**src/rtl/m_trap_ctrl_if.sv**
```systemverilog
// Bundle of exception, mret, flush handshake and CSR port signals of the machine-mode trap controller.
// slave is the trap controller itself; master is whoever drives its requests.
interface m_trap_ctrl_if;
    logic        exc_req_i;
    logic [3:0]  exc_code_i;
    logic [31:0] exc_pc_i;
    logic [31:0] exc_tval_i;
    logic        mret_req_i;
    logic        flush_ack_i;
    logic        csr_we_i;
    logic [11:0] csr_addr_i;
    logic [31:0] csr_wdata_i;
    logic [31:0] csr_rdata_o;
    logic        flush_req_o;
    logic        trap_new_pc_req_o;
    logic [31:0] trap_new_pc_o;
    logic        trap_busy_o;
    logic        mie_o;

    modport slave (
        input  exc_req_i, exc_code_i, exc_pc_i, exc_tval_i, mret_req_i, flush_ack_i,
        input  csr_we_i, csr_addr_i, csr_wdata_i,
        output csr_rdata_o, flush_req_o, trap_new_pc_req_o, trap_new_pc_o, trap_busy_o, mie_o
    );

    modport master (
        output exc_req_i, exc_code_i, exc_pc_i, exc_tval_i, mret_req_i, flush_ack_i,
        output csr_we_i, csr_addr_i, csr_wdata_i,
        input  csr_rdata_o, flush_req_o, trap_new_pc_req_o, trap_new_pc_o, trap_busy_o, mie_o
    );
endinterface

```
**src/rtl/m_trap_ctrl.sv**
```systemverilog
// Machine-mode trap responder: takes exceptions and mret, owns mstatus/mtvec/mepc/mcause/mtval,
// and sequences flush -> one-cycle PC redirect.
module m_trap_ctrl #(
    parameter logic [31:0] MTVEC_RESET   = 32'h0000_0000,
    parameter logic [3:0]  EXC_CODE_NONE = 4'd14
) (
    input logic            clk,
    input logic            rst,
    m_trap_ctrl_if.slave   bus
);

    localparam logic [11:0] ADDR_MSTATUS = 12'h300;
    localparam logic [11:0] ADDR_MTVEC   = 12'h305;
    localparam logic [11:0] ADDR_MEPC    = 12'h341;
    localparam logic [11:0] ADDR_MCAUSE  = 12'h342;
    localparam logic [11:0] ADDR_MTVAL   = 12'h343;

    typedef enum logic [1:0] {
        IDLE,
        FLUSH,
        REDIRECT
    } state_t;

    state_t      state;
    state_t      state_nxt;

    logic        mie;
    logic        mpie;
    logic [31:0] mtvec;
    logic [31:0] mepc;
    logic [31:0] mcause;
    logic [31:0] mtval;
    logic [31:0] target_ff;

    logic        exc_take;
    logic        ret_take;
    logic        wr_mstatus;
    logic        wr_mtvec;
    logic        wr_mepc;
    logic        wr_mcause;
    logic        wr_mtval;

    // Requests are only looked at in IDLE; an exception shadows a simultaneous mret.
    assign exc_take = (state == IDLE) && bus.exc_req_i && (bus.exc_code_i != EXC_CODE_NONE);
    assign ret_take = (state == IDLE) && bus.mret_req_i && !exc_take;

    assign wr_mstatus = bus.csr_we_i && (bus.csr_addr_i == ADDR_MSTATUS);
    assign wr_mtvec   = bus.csr_we_i && (bus.csr_addr_i == ADDR_MTVEC);
    assign wr_mepc    = bus.csr_we_i && (bus.csr_addr_i == ADDR_MEPC);
    assign wr_mcause  = bus.csr_we_i && (bus.csr_addr_i == ADDR_MCAUSE);
    assign wr_mtval   = bus.csr_we_i && (bus.csr_addr_i == ADDR_MTVAL);

    always_ff @(posedge clk) begin
        if (rst) begin
            state <= IDLE;
        end else begin
            state <= state_nxt;
        end
    end

    always_comb begin
        state_nxt = state;
        case (state)
            IDLE:     if (exc_take || ret_take) state_nxt = FLUSH;
            FLUSH:    if (bus.flush_ack_i) state_nxt = REDIRECT;
            REDIRECT: state_nxt = IDLE;
            default:  state_nxt = IDLE;
        endcase
    end

    always_comb begin
        bus.flush_req_o       = (state == FLUSH);
        bus.trap_new_pc_req_o = (state == REDIRECT);
        bus.trap_new_pc_o     = target_ff;
        bus.trap_busy_o       = (state != IDLE);
        bus.mie_o             = mie;
    end

    // CSR-port writes come first so a trap/mret commit to the same register overrides them.
    always_ff @(posedge clk) begin
        if (rst) begin
            mie       <= 1'b0;
            mpie      <= 1'b0;
            mtvec     <= MTVEC_RESET;
            mepc      <= 32'h0;
            mcause    <= 32'h0;
            mtval     <= 32'h0;
            target_ff <= 32'h0;
        end else begin
            if (wr_mstatus) begin
                mie  <= bus.csr_wdata_i[3];
                mpie <= bus.csr_wdata_i[7];
            end
            if (wr_mtvec) begin
                mtvec <= {bus.csr_wdata_i[31:2],
                          bus.csr_wdata_i[1] ? mtvec[1:0] : bus.csr_wdata_i[1:0]};
            end
            if (wr_mepc) begin
                mepc <= bus.csr_wdata_i & 32'hFFFF_FFFC;
            end
            if (wr_mcause) begin
                mcause <= bus.csr_wdata_i;
            end
            if (wr_mtval) begin
                mtval <= bus.csr_wdata_i;
            end

            if (exc_take) begin
                mepc      <= bus.exc_pc_i & 32'hFFFF_FFFC;
                mcause    <= {28'b0, bus.exc_code_i};
                mtval     <= bus.exc_tval_i;
                mpie      <= mie;
                mie       <= 1'b0;
                target_ff <= mtvec & 32'hFFFF_FFFC;
            end else if (ret_take) begin
                mie       <= mpie;
                mpie      <= 1'b1;
                target_ff <= mepc;
            end
        end
    end

    always_comb begin
        bus.csr_rdata_o = 32'h0;
        case (bus.csr_addr_i)
            ADDR_MSTATUS: bus.csr_rdata_o = {19'b0, 2'b11, 3'b0, mpie, 3'b0, mie, 3'b0};
            ADDR_MTVEC:   bus.csr_rdata_o = mtvec;
            ADDR_MEPC:    bus.csr_rdata_o = mepc;
            ADDR_MCAUSE:  bus.csr_rdata_o = mcause;
            ADDR_MTVAL:   bus.csr_rdata_o = mtval;
            default:      bus.csr_rdata_o = 32'h0;
        endcase
    end

endmodule

```
**src/flat_wrapper.sv**
```systemverilog
// flat-port wrapper written by rule: the top's interface ports become plain ports
module m_trap_ctrl_flat 
#(
    parameter logic [31:0] MTVEC_RESET   = 32'h0000_0000,
    parameter logic [3:0]  EXC_CODE_NONE = 4'd14
)
  (clk, rst, bus_exc_req_i, bus_exc_code_i, bus_exc_pc_i, bus_exc_tval_i, bus_mret_req_i, bus_flush_ack_i, bus_csr_we_i, bus_csr_addr_i, bus_csr_wdata_i, bus_csr_rdata_o, bus_flush_req_o, bus_trap_new_pc_req_o, bus_trap_new_pc_o, bus_trap_busy_o, bus_mie_o);
  m_trap_ctrl_if bus_i ();
  input logic clk;
  input logic rst;
  input wire logic [$bits(bus_i.exc_req_i)-1:0] bus_exc_req_i;
  input wire logic [$bits(bus_i.exc_code_i)-1:0] bus_exc_code_i;
  input wire logic [$bits(bus_i.exc_pc_i)-1:0] bus_exc_pc_i;
  input wire logic [$bits(bus_i.exc_tval_i)-1:0] bus_exc_tval_i;
  input wire logic [$bits(bus_i.mret_req_i)-1:0] bus_mret_req_i;
  input wire logic [$bits(bus_i.flush_ack_i)-1:0] bus_flush_ack_i;
  input wire logic [$bits(bus_i.csr_we_i)-1:0] bus_csr_we_i;
  input wire logic [$bits(bus_i.csr_addr_i)-1:0] bus_csr_addr_i;
  input wire logic [$bits(bus_i.csr_wdata_i)-1:0] bus_csr_wdata_i;
  output wire logic [$bits(bus_i.csr_rdata_o)-1:0] bus_csr_rdata_o;
  output wire logic [$bits(bus_i.flush_req_o)-1:0] bus_flush_req_o;
  output wire logic [$bits(bus_i.trap_new_pc_req_o)-1:0] bus_trap_new_pc_req_o;
  output wire logic [$bits(bus_i.trap_new_pc_o)-1:0] bus_trap_new_pc_o;
  output wire logic [$bits(bus_i.trap_busy_o)-1:0] bus_trap_busy_o;
  output wire logic [$bits(bus_i.mie_o)-1:0] bus_mie_o;
  assign bus_i.exc_req_i = bus_exc_req_i;
  assign bus_i.exc_code_i = bus_exc_code_i;
  assign bus_i.exc_pc_i = bus_exc_pc_i;
  assign bus_i.exc_tval_i = bus_exc_tval_i;
  assign bus_i.mret_req_i = bus_mret_req_i;
  assign bus_i.flush_ack_i = bus_flush_ack_i;
  assign bus_i.csr_we_i = bus_csr_we_i;
  assign bus_i.csr_addr_i = bus_csr_addr_i;
  assign bus_i.csr_wdata_i = bus_csr_wdata_i;
  assign bus_csr_rdata_o = bus_i.csr_rdata_o;
  assign bus_flush_req_o = bus_i.flush_req_o;
  assign bus_trap_new_pc_req_o = bus_i.trap_new_pc_req_o;
  assign bus_trap_new_pc_o = bus_i.trap_new_pc_o;
  assign bus_trap_busy_o = bus_i.trap_busy_o;
  assign bus_mie_o = bus_i.mie_o;
  m_trap_ctrl #(.MTVEC_RESET(MTVEC_RESET), .EXC_CODE_NONE(EXC_CODE_NONE)) u_core (.clk(clk), .rst(rst), .bus(bus_i));
endmodule
```
**config.mk**
```make
export PLATFORM = sky130hd
export DESIGN_NAME = m_trap_ctrl_flat
export DESIGN_NICKNAME = d
export VERILOG_FILES = /design/src/rtl/m_trap_ctrl_if.sv /design/src/rtl/m_trap_ctrl.sv /design/src/flat_wrapper.sv
export SDC_FILE = /design/constraint.sdc
export NUM_CORES = 1
export LEC_CHECK = 0
export ABC_AREA = 1
export CORE_MARGIN = 2
export CORE_UTILIZATION = 51
export DETAILED_ROUTE_END_ITERATION = 8
export PLACE_DENSITY = 0.81
export SYNTH_ARGS = -nofsm -noshare
export SYNTH_HDL_FRONTEND = slang
export SYNTH_SLANG_ARGS = --single-unit
```
**constraint.sdc**
```tcl
create_clock -name clk -period 1.8 [get_ports clk]
set_input_delay 0.36 -clock clk [delete_from_list [all_inputs] [get_ports clk]]
set_output_delay 0.36 -clock clk [all_outputs]
set_load 0.005 [all_outputs]
```
Word level (Yosys, flattened, before mapping)
Index checks and enable logic that the tools add are counted.

Word-level logic and storage cells: 60. Register bits: 159. Output and inout bits: 68.

Muxes and demuxes: 17. Equality and inequality tests: 10. Bitwise gates (word level): 1. Reduce and logical (&&, ||, !) cells: 22.

Operators by type and width (number): 32-bit two-way mux (6); 32-bit case mux with 5 select lines (1); 12-bit by 10-bit equality test with 1-bit output, second input constant (5); 2-bit nonzero test (6); 1-bit logical AND (9); 4-bit two-way mux (2); 1-bit two-way mux (5); 2-bit two-way mux (2); 2-bit != test, second input constant (2); 4-bit != test, second input constant (1); 2-bit case mux with 2 select lines (1); 2-bit AND reduction (2); 3-bit nonzero test (1); 2-bit by 1-bit equality test with 1-bit output, second input constant (1); 2-bit equality test, second input constant (1); 2-bit logical NOT (1); 2-bit OR reduction (1); 1-bit logical NOT (1); 1-bit logical OR (1); 1-bit inverter (1).

Longest topological paths before layout
Gate-level depths: netlist of the first run.

Depth in word-level cells: 8. Depth in mapped cells: 11.

Least setup slack after synthesis of the first run
No wires, ideal clock.

Path kind: input-to-output. Start: input port bus_csr_addr_i[11]. End: output port bus_csr_rdata_o[0]. Stages: 9. Arrival time: 1336 ps. Path buffers: 2. Setup slack: 104 ps. Cells stage by stage: nor2_1 > nand2_2 > nor2_2 > nand2_1 > inv_2 > buf_4 > buf_4 > nand2_1 > o211ai_1.

Word-level cells in the longest chain between the ends: 2. Elaborated cells between the ends (all ways): 6.

Ends and longest elaborated chain: start, declared (line flat_wrapper.sv:18) `input wire logic [$bits(bus_i.csr_addr_i)-1:0] bus_csr_addr_i;`; 12-bit by 10-bit equality test with 1-bit output (line m_trap_ctrl.sv:125) `case (bus.csr_addr_i)`; 32-bit case mux with 5 select lines * (line m_trap_ctrl.sv:125); end, declared (line flat_wrapper.sv:20) `output wire logic [$bits(bus_i.csr_rdata_o)-1:0] bus_csr_rdata_o;`.

Every way passes the cells marked *; elsewhere a longest branch is shown, timed or not.

Worst setup path in the final report of the first run
Start: input port bus_csr_addr_i[9]. End: output port bus_csr_rdata_o[31].

Same word-level chain as after synthesis.

==> results.toml, run 1 <==
[clocking]
cts_root_buf = "clkbuf_16"
cts_hold_buf = 0
h-tree-depth = 4
cts.path.max_buffers = 2
clkSinkCount = 159
clkTransAtPathRegs_ns = 0.06
insertion_delay_ns = 0.44
cts_inserted_buffers = 17
cts_tree = "yes"

[yosys]
ys_seq_elements = 159
yosysMostFrequentCell = "nand2_1"
syn-cell-area_mm2 = 0.00818
synth_edf_count = 0
seq_area_frac_synth = 0.389
synth_top_area_frac = 0.389
yosysUniqueCellTypes = 26
synth-async-reset-ratio = 0
yosys_warnings = 0
postSynthCellCount = 1324
synthTopCellsByArea = "dfxtp_1, nand2_1, nor2_1"
synth-main-ff-cell = "dfxtp_1"
synth.top_cells.by_count = "nand2_1, dfxtp_1, nor2_1"
synth_area_per_cell_um2 = 6.17
yosys.area.top_type = "dfxtp_1"

[setup_path]
end_kind = "output pin"
cp_slowest_cell = "nor2_8"
path_cells = "buf_2 > nand2_1 > inv_2 > nand2_4 > nor2_8 > nand2_4 > inv_4 > buf_6 > buf_12 > nand2_2 > nand4_1 > buf_2"
crit_fanout = 8
rr_worst_depth = 9
cp_top_family = "buffers and inverters"
critPathLaunchType = "input pin"
r2r-start = "u_core.state[0]"
path_buf_inv = 6
critPathMaxStageDelay_ns = 0.19
crit_required_ns = 1.44
r2r_setup_slack_ns = 0.21
arrival_ns = 1.59
path_class = "input pin to output pin"
r2r-end = "u_core.mtval[3]"

[cells_and_area]
fin_area_mm2 = 0.0116
layout.nets = 1646
stdcell_count = 1756
insertedDiodeCount = 0
drive_above_1_share = 0.171
area_growth_pct = 41.7

[power]
p_per_area_mw_per_mm2 = 778
ir_drop_uv = 690
finalPower_mw = 9.01
leakagePower_nw = 5.73

[floorplanning]
dieArea_mm2 = 0.0171
start_util = 0.518
io_pins = 186
die_w_um = 131
core_mm2 = 0.0158
fp.dieH_um = 131
core.rowCount = 46

[global_routing]
grt_max_degree = 64
grt-ovfl-total = 0
grt_use_total = 0.322
grt_pass1_vias = 8647
antenna_found_initial = 2
grt_pass1_wl_um = 42700

[placement]
place_inst = 1704
dp_hpwl_um = 17200
io_buffers = 181
place_area_mm2 = 0.0105
gp_congestion = 0.860

[timing]
finClkSkew_ns = 0.00415
period_minus_slack_ns = 1.95
timing.fmax_mhz = 513
finalSetupTns_ns = -2.62
setup-violations-final = 31
drv_slew = 0
fin_crit_sh = 1.08
worst_slack_ns = -0.148
hold_violations = 0
rsz0062_at_grt = "yes"

[run]
drv_cap = 0

[drt]
via_per_inst = 5.31
vias = 9321
drc = 0
drt_wl_total_um = 28100
ant_nets = 0
first_pass_iters = 5
wl_per_cell_um = 16.0
dr.first_iter.drc_count = 893

[hold_path]
holdPathStages = 2
hp-class = "register to register"
whs_endpoint = "u_core.mcause[17]"
min-delay-start = "u_core.mcause[17]"

[run_status]
status = "finished with violations"
violations = "setup timing"
-- what timing repair did --
action	4_1_cts	5_1_grt
gates resized for setup	274	62
endpoints found under the hold margin	0	0
cloned	3	0
setup buffers	22	4
setup endpoints to repair	34	43
pin swaps	37	25
-- worst max path at each step --
stage | slack (ns) | cells after the start | from | endpoint
after floorplan | 0.10 | 9 | bus_csr_addr_i[11] | bus_csr_rdata_o[0]
after global placement | -0.91 | 12 | bus_csr_addr_i[1] | bus_csr_rdata_o[3]
after detailed placement | -0.94 | 11 | bus_csr_addr_i[1] | bus_csr_rdata_o[22]
after CTS | -0.11 | 11 | bus_csr_addr_i[4] | bus_csr_rdata_o[16]
after global routing | -0.19 | 12 | bus_csr_addr_i[2] | bus_csr_rdata_o[23]
final | -0.15 | 12 | bus_csr_addr_i[9] | bus_csr_rdata_o[31]
-- cells in the final DEF, fill, tap and decap left out, types with 2 or more instances in the layout --
master,count
dfxtp_1,157
clkbuf_1,2
buf_6,19
clkbuf_16,17
nor2_4,13
dlymetal6s2s_1,2
nor2_2,4
nor2_1,145
nand3_2,3
bufinv_16,3
o21ai_1,11
buf_2,37
clkinv_4,2
o21ai_0,21
o21ai_2,3
clkdlybuf4s50_1,133
inv_6,2
inv_4,3
nand2_4,13
dfxtp_2,2
conb_1,2
nand2_2,47
buf_12,21
a21oi_1,59
nand3_1,70
clkinv_2,6
nand2_1,501
inv_1,112
inv_2,9
buf_8,6
buf_4,45
nand3b_1,31
nand4_1,28
-- stage by stage --
step           hold WS, ns  setup slack [ns]   util
2_1_floorplan        0.423             0.104      -
3_5_place_dp         0.433            -0.935  0.667
3_3_place_gp         0.429            -0.910  0.667
6_report             0.442            -0.148  0.735
5_1_grt              0.464            -0.191  0.735
4_1_cts              0.433            -0.110  0.724
-- sequential cells by signal (all words and copies together) (netlist names) --
name	flops
u_core.mcause	32
u_core.mepc	30
u_core.bus.mie_o	1
u_core.mtval	32
u_core.mtvec	31
u_core.state	2
u_core.bus.trap_new_pc_o	30
u_core.mpie	1
-- where the power goes --
group,internal (mW),total [mW],switching (mW),leakage (nW)
clock,2.20,3.68,1.47,0.290
sequential,3.68,3.80,0.117,1.29
combinational,0.697,1.53,0.834,4.14
total,6.58,9.01,2.43,5.73
-- routing by layer --
metal,track usage,wire [um],up-vias
met2,0.571,13900,505
met5,0,12,-
met3,0.0599,2360,96
li1,-,-,4475
met4,0.144,1060,2
met1,0.378,10800,4243
-- area by class of cell --
cell class	instances	area (um^2)
tap	216	270
multi-input combinational	958	4410
inverter	127	495
clock buffer	20	447
fill	1238	4180
timing repair buffer	265	2640
sequential	159	3190
clock inverter	11	140
-- worst register-to-register path, cell delays in order, from the launching register on --
cell and delay, ns:
dfxtp_2 0.33, inv_2 0.06, nand2_1 0.07, nor2_2 0.17, nand2_4 0.16, buf_12 0.22
nand2_1 0.18, nand2_1 0.08, nor2_1 0.14, nor2_1 0.07
-- kinds of logic after synthesis --
group / synth area share
buf+inv: 0.114
compound gates: 0.0601
simple gates: 0.436
other cells: 0.000459
flops: 0.389
Note: power is estimated with default switching activity, not from simulation.
==> run 2: changes to the inputs <==
Settings changed: CORE_MARGIN 2 to 10.
==> results.toml, run 2 (synthesis gave the netlist of run 1 again) <==
[floorplanning]
fp.dieH_um = 147
dieArea_mm2 = 0.0215
io_pins = 186
core_mm2 = 0.0158
die_w_um = 147
start_util = 0.518
core.rowCount = 46

[hold_path]
holdPathStages = 2
hp-class = "register to register"

[global_routing]
antenna_found_initial = 0
grt_max_degree = 44
grt_pass1_wl_um = 46500
grt_use_total = 0.265
grt_pass1_vias = 9088
grt-ovfl-total = 0

[power]
p_per_area_mw_per_mm2 = 791
pwr-share-seq = 0.412
combPwrFrac = 0.166
swShare = 0.263
leakagePower_nw = 5.79
p_switching_mw = 2.42
clkPwrFrac = 0.423
ir_drop_uv = 781
p_int_mw = 6.81

[clocking]
clkSinkCount = 159
cts_root_buf = "clkbuf_16"
cts_inserted_buffers = 17
h-tree-depth = 4
cts.path.max_buffers = 2
clkTransAtPathRegs_ns = 0.06
cts_tree = "yes"
insertion_delay_ns = 0.44

[drt]
drc = 0
via_per_inst = 5.37
first_pass_iters = 7
drt_wl_total_um = 30500
ant_nets = 0
wl_per_cell_um = 17.2
vias = 9516
dr.first_iter.drc_count = 1083

[timing]
drv_slew = 0
finClkSkew_ns = 0.00388
rsz0062_at_grt = "yes"
period_minus_slack_ns = 2.00
worst_slack_ns = -0.197
timing.fmax_mhz = 501
setup-violations-final = 32
hold_violations = 0
fin_crit_sh = 1.11

[setup_path]
crit_required_ns = 1.44
cpMostUsedCell = "buf_6"
cp_top_family = "buffers and inverters"
crit_cells = 12
path_class = "input pin to output pin"
path_cells = "buf_6 > nor2_4 > nand2_4 > nor2_8 > nand2_4 > inv_6 > buf_6 > buf_6 > buf_6 > nand2_2 > nand4_1 > buf_2"
cp_slowest_cell = "nor2_8"
crit_fanout = 5
critPathMaxStageDelay_ns = 0.16
path_buf_inv = 6
critPathLaunchType = "input pin"
end_kind = "output pin"
arrival_ns = 1.64
rr_worst_depth = 8

[run_status]
status = "finished with violations"
violations = "setup timing"

[cells_and_area]
insertedDiodeCount = 0
layout_commonest_cell = "nand2_1"
drive_above_1_share = 0.164
final_cell_mix = "nand2_1, dfxtp_1, nor2_1, clkdlybuf4s50_1, inv_1"
reg_top3 = "u_core.mcause: 32 flops, u_core.mtval: 32 flops, u_core.mtvec: 31 flops"
stdcell_count = 1773
layout.nets = 1662
area_growth_pct = 42.7

[placement]
dp_hpwl_um = 19000
pre_cts_slack_ns = -0.894
place_inst = 1711
gp_congestion = 0.889
io_buffers = 181

[run]
drv_cap = 0
run 2: changes by cell type in the layout (fill, tap and decap cells not counted), moves of 3 or more:
cell / before / now
nor2_4: 13 / 10
nor2_1: 145 / 150
buf_8: 6 / 3
nand2_2: 47 / 31
buf_4: 45 / 61
nand2_1: 501 / 518
run 2: area by class of cell:
cell class | count | area [um^2]
clock buffer | 22 | 474
clock inverter | 10 | 159
fill | 1203 | 4100
inverter | 127 | 493
multi-input combinational | 958 | 4310
sequential | 159 | 3190
tap | 216 | 270
timing repair buffer | 281 | 2770
run 2: what timing repair did:
action	4_1_cts	5_1_grt
buffers inserted	23	6
resized for setup	258	43
hold buffers	0	0
pin swaps	40	30
gates cloned	8	2
endpoints found under the setup margin	34	33
run 2: worst min-delay path, stage by stage (launching register included):
cell	delay (ns)
dfxtp_1	0.31
inv_1	0.05
a21oi_1	0.05
run 2: stage by stage:
step           power [mW]  utilization  area, um^2  setup TNS [ns]  hold WS (ns)
2_1_floorplan        4.62            -        8180               0         0.423
4_1_cts              9.17        0.735       11600           -3.24         0.445
6_report             9.23        0.740       11700           -4.07         0.445
3_3_place_gp         5.28        0.668       10500          -57.47         0.430
3_5_place_dp         5.31        0.668       10500          -64.23         0.433
5_1_grt              9.51        0.740       11700           -5.26         0.460
run 2: per-layer routing:
layer | vias to the layer above | wire length, um | GRT usage
met5 | - | 0 | 0
met4 | 0 | 1460 | 0.112
met3 | 144 | 2900 | 0.0708
met2 | 592 | 14600 | 0.457
met1 | 4275 | 11600 | 0.302
li1 | 4505 | - | -
run 2: final timing paths:
kind,end,slack (ns),startpoint
worst min register to register,u_core.mcause[5],0.44,u_core.mcause[5]
worst max register to register,u_core.mepc[31],0.10,u_core.state[1]
worst max-delay path,bus_csr_rdata_o[8],-0.20,bus_csr_addr_i[5]
worst min-delay path,u_core.mcause[5],0.44,u_core.mcause[5]
run 2: power groups by stage:
stage | registers (mW) | logic [mW] | clock network, mW
2_1_floorplan | 3.83 | 0.784 | 0
3_3_place_gp | 3.85 | 1.43 | 0
3_5_place_dp | 3.85 | 1.45 | 0
4_1_cts | 3.78 | 1.48 | 3.90
5_1_grt | 3.81 | 1.66 | 4.03
6_report | 3.80 | 1.53 | 3.90
==> run 3: changes to the inputs <==
Settings changed: REMOVE_ABC_BUFFERS set to 1.
==> results.toml, run 3 (synthesis gave the netlist of run 1 again) <==
[setup_path]
critPathLaunchType = "input pin"
critPathCapture = "bus_csr_rdata_o[12]"
path_class = "input pin to output pin"
r2r_setup_slack_ns = 0.17
cp_top_family = "simple AND/OR/NAND/NOR gates"
crit_cells = 13
path_cells = "buf_2 > nor2_4 > nand2_4 > nor2_8 > nand2_4 > inv_2 > buf_6 > buf_12 > nand2_2 > nand2_1 > nor2_1 > nand2_1 > buf_2"
r2r-start = "u_core.state[1]"
cp_slowest_cell = "nor2_8"
rr_worst_depth = 8
crit_required_ns = 1.44
path_buf_inv = 5
crit_start = "bus_csr_addr_i[11]"
r2r-end = "u_core.mtval[30]"
critPathMaxStageDelay_ns = 0.18
crit_fanout = 8
end_kind = "output pin"
arrival_ns = 1.61

[power]
pwr-share-seq = 0.417
leakagePower_nw = 5.75
finalPower_mw = 9.08
swShare = 0.268
combPwrFrac = 0.173
ir_drop_uv = 627
clkPwrFrac = 0.410
p_per_area_mw_per_mm2 = 775
p_switching_mw = 2.43
p_int_mw = 6.65

[cells_and_area]
insertedDiodeCount = 0
layout.nets = 1656
fillers = 1184
fin_util = 0.743
area_growth_pct = 43.3
drive_above_1_share = 0.163
reg_top3 = "u_core.mcause: 32 flops, u_core.mtval: 32 flops, u_core.mtvec: 31 flops"
stdcell_count = 1767
multiInputGateArea_mm2 = 0.00433
final_cell_mix = "nand2_1, dfxtp_1, nor2_1, clkdlybuf4s50_1, inv_1"
layout_commonest_cell = "nand2_1"
regArea_mm2 = 0.00319

[drt]
ant_nets = 0
first_pass_iters = 8
wl_per_cell_um = 17.1
dr.first_iter.drc_count = 1062
vias = 9592
drt_wl_total_um = 30100
via_per_inst = 5.43
drc = 0

[placement]
pre_cts_slack_ns = -0.930
place_inst = 1701
io_buffers = 181
dp_hpwl_um = 18700
gp_congestion = 0.916

[timing]
finalSetupTns_ns = -4.10
worst_slack_ns = -0.166
rsz0062_at_grt = "yes"
finClkSkew_ns = 0.0102
fin_crit_sh = 1.09
period_minus_slack_ns = 1.97
hold_violations = 0
drv_slew = 0
setup-violations-final = 32
timing.fmax_mhz = 509

[global_routing]
grt_use_total = 0.269
grt_pass1_wl_um = 47400
grt_pass1_vias = 9203
grt_busiest_layer = "met2"
grt-ovfl-total = 0
grt_max_degree = 57
grt_util_met2 = 0.427
gr-usage-met3 = 0.0723
grt_use_met1 = 0.339
antenna_found_initial = 0

[floorplanning]
die_w_um = 147
io_pins = 186
core.rowCount = 46
fp.dieH_um = 147
core_mm2 = 0.0158
start_util = 0.518
dieArea_mm2 = 0.0215

[run]
drv_cap = 0

[clocking]
h-tree-depth = 4
clkTransAtPathRegs_ns = 0.06
cts_root_buf = "clkbuf_16"
cts_inserted_buffers = 17
clkSinkCount = 159
cts.path.max_buffers = 2
cts_hold_buf = 0
insertion_delay_ns = 0.43
cts_tree = "yes"

[run_status]
status = "finished with violations"
violations = "setup timing"

[hold_path]
hp-class = "register to register"
run 3: cell count changes in the layout (fill, tap and decap cells not counted), moves of 2 or more:
cell,change
inv_2,-4
nand2_4,-2
clkbuf_16,-2
nand2_2,+4
buf_12,+11
buf_4,-9
nor2_1,-2
nand2_1,-2
inv_4,+3
buf_6,-10
nor2_2,+2
buf_8,+5
run 3: metrics by stage:
step                cell area, um^2  hold slack [ns]
floorplan                      7720            0.424
global placement              10600            0.430
detailed placement            10600            0.434
CTS                           11600            0.444
global route                  11700            0.465
finish                        11700            0.444
run 3: power groups by stage:
stage	sequential (mW)	combinational, mW	clock [mW]
after floorplan	3.83	0.683	0
after global placement	3.85	1.45	0
after detailed placement	3.85	1.47	0
after CTS	3.78	1.51	3.71
after global routing	3.80	1.71	3.89
final	3.79	1.57	3.72
run 3: worst min-delay path: stages, from the launching register on:
cell	delay, ns
dfxtp_1	0.31
inv_1	0.05
a21oi_1	0.05
run 3: how the worst min path moves through the flow:
stage                     slack (ns)              start  depth (start not counted)                 to
after floorplan                 0.42  u_core.mcause[10]                          2  u_core.mcause[10]
after global placement          0.43   u_core.mcause[9]                          2   u_core.mcause[9]
after detailed placement        0.43  u_core.mcause[19]                          2  u_core.mcause[19]
after CTS                       0.44  u_core.mcause[19]                          2  u_core.mcause[19]
after global routing            0.46  u_core.mcause[19]                          2  u_core.mcause[19]
final                           0.44  u_core.mcause[19]                          2  u_core.mcause[19]
run 3: area by class of cell:
class / instances / area share
clock buffers: 22 / 0.0396
clock inverters: 10 / 0.0116
inverters: 127 / 0.0427
multi-input cells: 958 / 0.369
flip-flops and latches: 159 / 0.272
well taps: 216 / 0.0231
repair buffers: 275 / 0.242
run 3: metal layers:
metal / wire (um) / part of all wire
met5: 0 / 0
met4: 1040 / 0.034
met3: 3070 / 0.10
met2: 13900 / 0.46
met1: 12200 / 0.40
run 3: timing repair:
| action | 4_1_cts | 5_1_grt |
|---|---|---|
| gates cloned | 5 | 0 |
| endpoints found under the setup margin | 37 | 33 |
| pin swaps | 32 | 18 |
| gates resized for setup | 266 | 36 |
| buffers inserted | 28 | 4 |
